## config.mk

```make
export PLATFORM = sky130hd
export DESIGN_NAME = frame_sequencer
export DESIGN_NICKNAME = d
export VERILOG_FILES = /design/src/rtl/frame_sequencer.sv
export SDC_FILE = /design/constraint.sdc
export NUM_CORES = 1
export LEC_CHECK = 0
export BUFFER_PORTS_ARGS = -buffer_cell sky130_fd_sc_hd__buf_2
export CORE_ASPECT_RATIO = 0.75
export CORE_UTILIZATION = 35
export DETAILED_ROUTE_END_ITERATION = 16
export GPL_TIMING_DRIVEN = 0
export SLEW_MARGIN = 20
export SYNTH_ARGS = -nofsm -noshare
export SYNTH_HDL_FRONTEND = slang
export SYNTH_SLANG_ARGS = --single-unit
```

## constraint.sdc

```tcl
create_clock -name clk -period 2.3 [get_ports clk]
set_clock_uncertainty 0.1 [all_clocks]
set_input_delay 0.46 -clock clk [delete_from_list [all_inputs] [get_ports clk]]
set_output_delay 0.46 -clock clk [all_outputs]
set_load 0.05 [all_outputs]
```

## src/rtl/frame_sequencer.sv

```systemverilog
// Frame controller: clears the z-buffer, issues one rasterizer job per triangle,
// then waits for a vsync falling edge and flips the display buffer select.
module frame_sequencer #(
  parameter int          TRI_W        = 4,
  parameter int          ZB_DEPTH     = 76800,
  parameter int          ZB_AW        = 17,
  parameter int          START_CYCLES = 3,
  parameter logic [5:0]  Z_FAR        = 6'h3F
) (
  input  logic             clk,
  input  logic             reset,
  input  logic             frame_start,
  input  logic [TRI_W-1:0] tri_count,
  output logic [TRI_W-1:0] tri_idx,
  output logic             raster_start,
  input  logic             raster_done,
  output logic             zc_we,
  output logic [ZB_AW-1:0] zc_addr,
  output logic [5:0]       zc_wdata,
  input  logic             vga_vs,
  output logic             buffer_select,
  output logic             busy,
  output logic             frame_done
);

  localparam int SC_W = $clog2(START_CYCLES + 1);
  localparam logic [ZB_AW-1:0] ZC_LAST = ZB_AW'(ZB_DEPTH - 1);
  localparam logic [SC_W-1:0]  SC_LAST = SC_W'(START_CYCLES - 1);

  typedef enum logic [2:0] {
    S_IDLE, S_ZCLEAR, S_FETCH, S_START, S_WAIT_DONE, S_NEXT, S_WAIT_VS, S_SWAP
  } state_t;

  state_t           state_q, state_d;
  logic [TRI_W-1:0] count_q, count_d;
  logic [TRI_W-1:0] tri_idx_q, tri_idx_d;
  logic [TRI_W-1:0] tri_nxt;
  logic [ZB_AW-1:0] zc_addr_q, zc_addr_d;
  logic [SC_W-1:0]  sc_q, sc_d;
  logic             bsel_q, bsel_d;
  logic             vs_q, vs_d;

  always_ff @(posedge clk) begin
    if (reset) begin
      state_q   <= S_IDLE;
      count_q   <= '0;
      tri_idx_q <= '0;
      zc_addr_q <= '0;
      sc_q      <= '0;
      bsel_q    <= 1'b0;
      vs_q      <= 1'b1;
    end else begin
      state_q   <= state_d;
      count_q   <= count_d;
      tri_idx_q <= tri_idx_d;
      zc_addr_q <= zc_addr_d;
      sc_q      <= sc_d;
      bsel_q    <= bsel_d;
      vs_q      <= vs_d;
    end
  end

  assign tri_nxt = tri_idx_q + TRI_W'(1);

  always_comb begin
    state_d      = state_q;
    count_d      = count_q;
    tri_idx_d    = tri_idx_q;
    zc_addr_d    = zc_addr_q;
    sc_d         = sc_q;
    bsel_d       = bsel_q;
    vs_d         = vga_vs;
    zc_we        = 1'b0;
    raster_start = 1'b0;
    frame_done   = 1'b0;
    case (state_q)
      S_IDLE: begin
        if (frame_start) begin
          count_d   = tri_count;
          zc_addr_d = '0;
          tri_idx_d = '0;
          state_d   = S_ZCLEAR;
        end
      end
      S_ZCLEAR: begin
        zc_we = 1'b1;
        // Address parks on the last word rather than wrapping.
        if (zc_addr_q == ZC_LAST) begin
          state_d = (count_q == '0) ? S_WAIT_VS : S_FETCH;
        end else begin
          zc_addr_d = zc_addr_q + ZB_AW'(1);
        end
      end
      S_FETCH: begin
        sc_d    = '0;
        state_d = S_START;
      end
      S_START: begin
        raster_start = 1'b1;
        if (sc_q == SC_LAST) state_d = S_WAIT_DONE;
        else                 sc_d    = sc_q + SC_W'(1);
      end
      S_WAIT_DONE: begin
        if (raster_done) state_d = S_NEXT;
      end
      S_NEXT: begin
        tri_idx_d = tri_nxt;
        state_d   = (tri_nxt == count_q) ? S_WAIT_VS : S_FETCH;
      end
      S_WAIT_VS: begin
        if (vs_q && !vga_vs) state_d = S_SWAP;
      end
      S_SWAP: begin
        frame_done = 1'b1;
        bsel_d     = ~bsel_q;
        state_d    = S_IDLE;
      end
      default: state_d = S_IDLE;
    endcase
  end

  assign tri_idx       = tri_idx_q;
  assign zc_addr       = zc_addr_q;
  assign zc_wdata      = Z_FAR;
  assign buffer_select = bsel_q;
  assign busy          = (state_q != S_IDLE);

endmodule

```

---- Word-level counts from Yosys, hierarchy flattened ----
Cells that the tools add are included.
Widths: inputs -> output; s select.
cells by class
  equality and inequality tests ........... 17
  muxes and demuxes ....................... 18
  bitwise operators ....................... 1
  add/subtract/negate cells ............... 3
  reductions and logical operators ........ 13
operators by type and width
  cell                   number
  $mux 17                2
  $pmux 17 s2            1
  $pmux 3 s8             1
  $mux 3                 7
  $add 17x1->17 const B  1
  $eq 17x17->1 const B   1
  $ne 2x2->1 const B     7
  $eq 3x3->1 const B     4
  $pmux 4 s2             1
  $eq 3x2->1 const B     2
  $reduce_and 2->1       3
  $reduce_bool 2->1      3
  $reduce_and 5->1       1
  $add 4x1->4 const B    1
  $eq 4x4->1             1
  $logic_not 4->1        1
  $mux 4                 1
  $pmux 2 s2             1
  $eq 3x1->1 const B     1
  $logic_not 3->1        1
  $mux 1                 3
  $reduce_and 3->1       1
  $reduce_bool 3->1      1
  $add 2x1->2 const B    1
  other kinds (5)        5
storage, ports and cells
  input port bits ......................... 9
  flip-flop bits (word level) ............. 32
  output and inout port bits .............. 32
  word-level logic and storage cells ...... 59

---- Depth between registers and ports, before layout ----
Gate-level depths: netlist of run 1.
  word-level depth ........................ 4
  mapped depth ............................ 6
  depth with buffers taken out ............ 6

---- Least setup slack after synthesis of run 1 ----
OpenSTA, ideal clock, no wires.
  path kind ............................... register to register
  from .................................... register zc_addr_q[13] (netlist: zc_addr[13])
  to ...................................... register state_q[1]
  data required time ...................... 2,112 ps
  setup time .............................. 88 ps
  slack ................................... 38 ps
  clock period less this slack ............ 2,262 ps
  path buffers ............................ 0
  data arrival time ....................... 2,074 ps
  stages on the path, launching flop included .. 6
  cell sequence ........................... dfxtp_1 > or4b_4 > nor4_4 > or2b_2 > a21oi_2 > a311oi_2
on the way
  cells in the longest elaborated chain, start to end .. 3
ends and longest elaborated chain
  element                            RTL line  RTL
  from (decl)                        38        logic [ZB_AW-1:0] zc_addr_q, zc_addr_d;
  from (signal assigned)             56        zc_addr_q <= zc_addr_d;
  $eq 17x17->1                       88        if (zc_addr_q == ZC_LAST) begin
  $ne 2x2->1 (no source line)        -
  $reduce_and 5->1 (no source line)  -
  to (signal assigned)               53        state_q <= state_d;
  to (decl)                          34        state_t state_q, state_d;
Every way passes these cells.
A chain may end at the register's enable or synchronous reset.

---- Worst setup path after layout of run 1 ----
  from .................................... register state_q[2]
  to ...................................... output port zc_we
on the way
  cells in the longest elaborated chain, start to end .. 2
ends and longest elaborated chain
  element     RTL line  RTL
  $eq 3x1->1  76        case (state_q)
  $mux 1      76
  to (decl)   17        output logic zc_we,
Every way passes these cells.

==> flow_summary.ini, run 1 <==
[run_status]
outcome = complete, no violations

[critical_path]
crit_arrival_ps = 1630
start_kind = flip-flop
regToRegSetupSlack_ps = 200
cp-end-kind = output pin
critPathMaxFanout = 10
cp.required_ps = 1740
path_class = flip-flop to output pin

[layout]
drive_gt1_frac = 0.2448
most-common-layout-cells = buf_2, dfxtp_1, nor2_1, xnor2_1
antenna_cells = 0
syn2layout_area_growth_pct = 20.93
final_common_cell = buf_2
fin_nets = 252
final_cells = 298

[cts]
cts_buffer_depth = 2
htreeDepth = 2
postCtsSetupBuffers = 0
cts.reportedPaths.clkPinSlew_ps = 70
clock_sinks = 32
cts_tree = yes
cts_buffers = 5
holdBufCountCts = 0
cts-root-buf = clkbuf_8
insertion_delay_ps = 280

[synthesis]
synth_top_family_by_area = simple AND/OR/NAND/NOR gates
ys_seq_elements = 32
synthMuxAreaShare = 0.02392
syn_inst = 195
avgSynthCellArea_sq_um = 8.585
synth_fa_ha_area_frac = 0.02242
synth-async-reset-ratio = 0
synthSimpleGateAreaFrac = 0.3109
synth_edf_count = 0
yosys_warnings = 0
yosys.cell_types.count = 46
synth_ff_type = dfxtp_1
synthesis.area_sq_um = 1674
synth-compound-area-share = 0.09118
synthXorXnorAreaFrac = 0.1099
synth.yosys.seq_area_share = 0.3827

[placed_design]
place.gp.congestion = 0.7959
pre_cts_slack_ps = 134.4
hpwl_um = 2646
dp.cells = 290
io_buffers = 33

[flow_run]
cap_violations = 0

[pwr]
p_int_mw = 1.080
ir_drop_v = 0.0003833
p_comb_frac = 0.387
power.density_nw_per_um2 = 906.0
clkPwrFrac = 0.247
p_switching_mw = 0.7547
total_leakage_power_nw = 0.8740
switching_share = 0.4114
p_seq_frac = 0.366

[die]
ioPinCount = 41
die_y_um = 61.90
die_w_um = 81.86
core-area_sq_um = 4519
rows = 21
start_util = 0.3704
die_area_sq_um = 5067

[global_route]
grt_pass1_wl_um = 5678
grt_antenna_before_repair = 0
grt_max_degree = 11
first_global_vias = 1203
grt_overflow_total = 0
grt_usage = 0.1513

[sta]
tns_ps = 0
rsz0062_at_grt = no
fmax_mhz = 456.8
fin_crit_sh = 0.9518
tightest_slew_ps = 505.8
fin_crit_ps = 2189
finalWorstSetupSlack_ps = 110.8
slew_headroom = 0.6628
hold_viol = 0
holdWs_ps = 279.0
drv_slew = 0
setup_viol = 0

[routing]
vias_per_cell = 4.785
wl_um = 3562
drt_iter0_markers = 47
drc_errors = 0
wl_per_cell_um = 11.95
drtPass1Iterations = 4
vias = 1426
ant_nets = 0

[hold_path]
hp-class = primary input to flip-flop
==> per-layer routing <==
metal	routed length, um	track usage
met3	151	0.05547
met5	0	0
met2	1373	0.1995
met4	18	0.03008
met1	2018	0.2296
==> through the flow <==
stage | area [sq um] | total power, mW | utilization
final | 2024 | 1.834 | 0.4480
after global routing | 2024 | 1.949 | 0.4480
after CTS | 2022 | 1.839 | 0.4474
after detailed placement | 1929 | 1.389 | 0.4269
after global placement | 1929 | 1.386 | 0.4269
after floorplan | 1693 | 1.245 | -
==> cell type report <==
type | count | area (sq um)
Sequential cell | 32 | 640.6
Clock inverter | 2 | 10.01
Tap cell | 57 | 71.32
Multi-Input combinational cell | 150 | 957.2
Inverter | 5 | 18.77
Buffer | 13 | 78.83
Clock buffer | 6 | 82.58
Fill cell | 476 | 2495
Timing Repair Buffer | 33 | 165.2
==> state kept, by name, indices dropped and copies added, names as in the netlist <==
name / count
tri_idx: 4
sc_q: 2
state_q: 3
zc_addr: 17
vs_q: 1
buffer_select: 1
count_q: 4
==> power groups by stage <==
stage          registers, mW  logic, mW  clock network (mW)
2_1_floorplan          0.718      0.527                   0
3_3_place_gp           0.682      0.704                   0
3_5_place_dp           0.683      0.706                   0
4_1_cts                0.671      0.708               0.460
5_1_grt                0.678      0.788               0.483
6_report               0.672      0.710               0.453
==> path summary, 6_finish.rpt <==
check | from | end | cells past startpoint
hold reg to reg | sc_q[0] | sc_q[0] | 2
setup / recovery | state_q[2] | zc_we | 4
hold / removal | vga_vs | vs_q | 2
setup reg to reg | zc_addr[13] | state_q[1] | 5
==> synth_stat cells, types with 5 or more instances <==
cell | instances | area [sq um]
a21oi_1 | 8 | 40.04
buf_4 | 7 | 52.55
clkbuf_1 | 5 | 18.77
dfxtp_1 | 32 | 640.6
inv_1 | 5 | 18.77
nand2_1 | 9 | 33.78
nand3_1 | 10 | 50.05
nor2_1 | 28 | 105.1
nor3_1 | 10 | 50.05
xnor2_1 | 11 | 96.34
xor2_1 | 10 | 87.58
==> logic make-up after synthesis <==
| kind of cell | after synthesis |
|---|---|
| AND/OR/NAND/NOR | 93 |
| adder cells (fa/ha/maj) | 3 |
| multiplexers | 4 |
| flip-flops | 32 |
| buffers and inverters | 18 |
| other | 1 |
| AO/OA/AOI/OAI | 23 |
| XOR/XNOR | 21 |
==> critical path, cell delays in order, from the launching register on <==
cell      delay, ps
dfxtp_1         370
or3b_1          400
clkbuf_2        200
inv_1           110
buf_2           260
==> repair_timing <==
action	4_1_cts	5_1_grt
resized for setup	0	4
endpoints found under the hold margin	0	0
endpoints found under the setup margin	0	11
Power figures use the tool's default switching activity.
==> run 2: changes to the inputs <==
clock period = 1.8 ns   (was 2.3 ns; I/O delays follow)
==> run 2 against run 1 <==
The run now ends with setup timing left. Hold slack worse by 100 ps. Register-to-register slack lost 240 ps. Critical endpoint unchanged. Sequential share of layout area fell by 3.1 points. Total power increased by 41%. Combinational power grew 68%. Global-route usage grew 1.2 points. Flip-flop and latch count did not move. Wire length up 15%. Die area stayed put. Cell count up 6.4%. Critical path depth stayed put.
==> flow_summary.ini, run 2 (same netlist as run 1, synthesis figures left out) <==
[cts]
holdBufCountCts = 0
cts.reportedPaths.clkPinSlew_ps = 70
cts_buffers = 5
insertion_delay_ps = 280
cts_buffer_depth = 2
cts-root-buf = clkbuf_8
cts_tree = yes
clock_sinks = 32
htreeDepth = 2

[sta]
fin_crit_sh = 1.036
fmax_mhz = 536.3
fin_crit_ps = 1865
rsz0062_at_grt = yes
drv_slew = 0
hold_viol = 0
finalWorstSetupSlack_ps = -64.65
setup_viol = 5

[global_route]
grt_max_degree = 11
first_global_vias = 1283
grt_pass1_wl_um = 6223
grt_overflow_total = 0
grt_antenna_before_repair = 0
grt_usage = 0.1631

[flow_run]
cap_violations = 0

[die]
die_w_um = 81.86
die_area_sq_um = 5067
die_y_um = 61.90
core-area_sq_um = 4519
start_util = 0.3704
ioPinCount = 41
rows = 21

[placed_design]
io_buffers = 33
hpwl_um = 2681
placed_area_sq_um = 2008
pre_cts_slack_ps = -334.7
place.gp.congestion = 0.7877

[critical_path]
critPathSlowestCell = or3b_4
crit_arrival_ps = 1400
critPathTopFamily = simple AND/OR/NAND/NOR gates
worst-path-stages = 4
cp.required_ps = 1340
start_kind = flip-flop
path_cells = or3b_4 -> clkbuf_16 -> clkinv_8 -> buf_12
path_class = flip-flop to output pin
max_stage_delay_ps = 410
timing.critical_path.buf_inv = 3
critPathMaxFanout = 8
rr_worst_depth = 5
cp-end-kind = output pin

[hold_path]
hp-class = primary input to flip-flop
holdPathStages = 2

[layout]
most-common-layout-cells = buf_2, buf_4, nor2_1, dfxtp_4
largest_register_ff_count = 17
final_common_cell = buf_2
drive_gt1_frac = 0.4692
fin_area_sq_um = 2456
antenna_cells = 0
fin_nets = 271
syn2layout_area_growth_pct = 46.71

[run_status]
violations = setup timing
outcome = finished with violations

[routing]
drt_iter0_markers = 56
wl_um = 4114
vias_per_cell = 4.896
wl_per_cell_um = 12.98
vias = 1552
drtPass1Iterations = 4
ant_nets = 0
drc_errors = 0

[pwr]
power.total_mw = 2.592
ir_drop_v = 0.0005847
total_leakage_power_nw = 1.038
power.density_nw_per_um2 = 1056
## run 2: cell count changes in the layout (fill, tap and decap cells not counted), moves of 6 or more
cell	previous run	this run
buf_4	7	28
dfxtp_1	32	11
dfxtp_2	0	7
dfxtp_4	0	14
nor3_1	10	2
nor3_2	0	6
## run 2: repair_timing
item / in CTS / in global routing
resized for setup: 19 / 25
pin swaps: 7 / 16
endpoints found under the setup margin: 19 / 22
buffers inserted: 8 / 12
cloned: 0 / 0
## run 2: routing by layer
layer | wire length [um] | share of wire | vias to the layer above | GRT usage
met2 | 1701 | 0.41 | 34 | 0.2290
met3 | 216 | 0.053 | 4 | 0.04088
met4 | 38 | 0.0092 | 0 | 0.04511
li1 | - | - | 809 | -
met1 | 2158 | 0.52 | 705 | 0.2438
met5 | 0 | 0 | - | 0
## run 2: area by class of cell
cell class	count	area (sq um)
repair buffers	53	335.3
fillers	405	2063
flip-flops and latches	32	701.9
inverters	5	31.28
clock buffers	7	76.32
well taps	57	71.32
clock inverters	1	5.005
multi-input cells	150	1140
plain buffers	12	95.09
## run 2: where the power goes
| part | switching (mW) | internal (mW) | total, mW | leakage, nW |
|---|---|---|---|---|
| clock | 0.261 | 0.271 | 0.532 | 0.0422 |
| combinational | 0.723 | 0.465 | 1.19 | 0.722 |
| sequential | 0.0875 | 0.784 | 0.871 | 0.274 |
## run 2: final timing paths
check | slack (ps) | end | startpoint
max reg2reg | -40 | zc_addr[14] | state_q[0]
max | -60 | zc_we | state_q[0]
min reg2reg | 380 | sc_q[0] | sc_q[0]
min | 180 | vs_q | vga_vs
## run 2: metrics by stage
step	hold WS, ps	utilization	setup TNS (ps)	instances
after floorplan	349.6	-	-116.5	200
after global placement	363.6	0.4444	-3579	290
after detailed placement	376.4	0.4444	-3536	290
after CTS	169.0	0.4920	-546.1	306
after global routing	177.5	0.5435	-1104	317
final	178.7	0.5435	-149.0	317
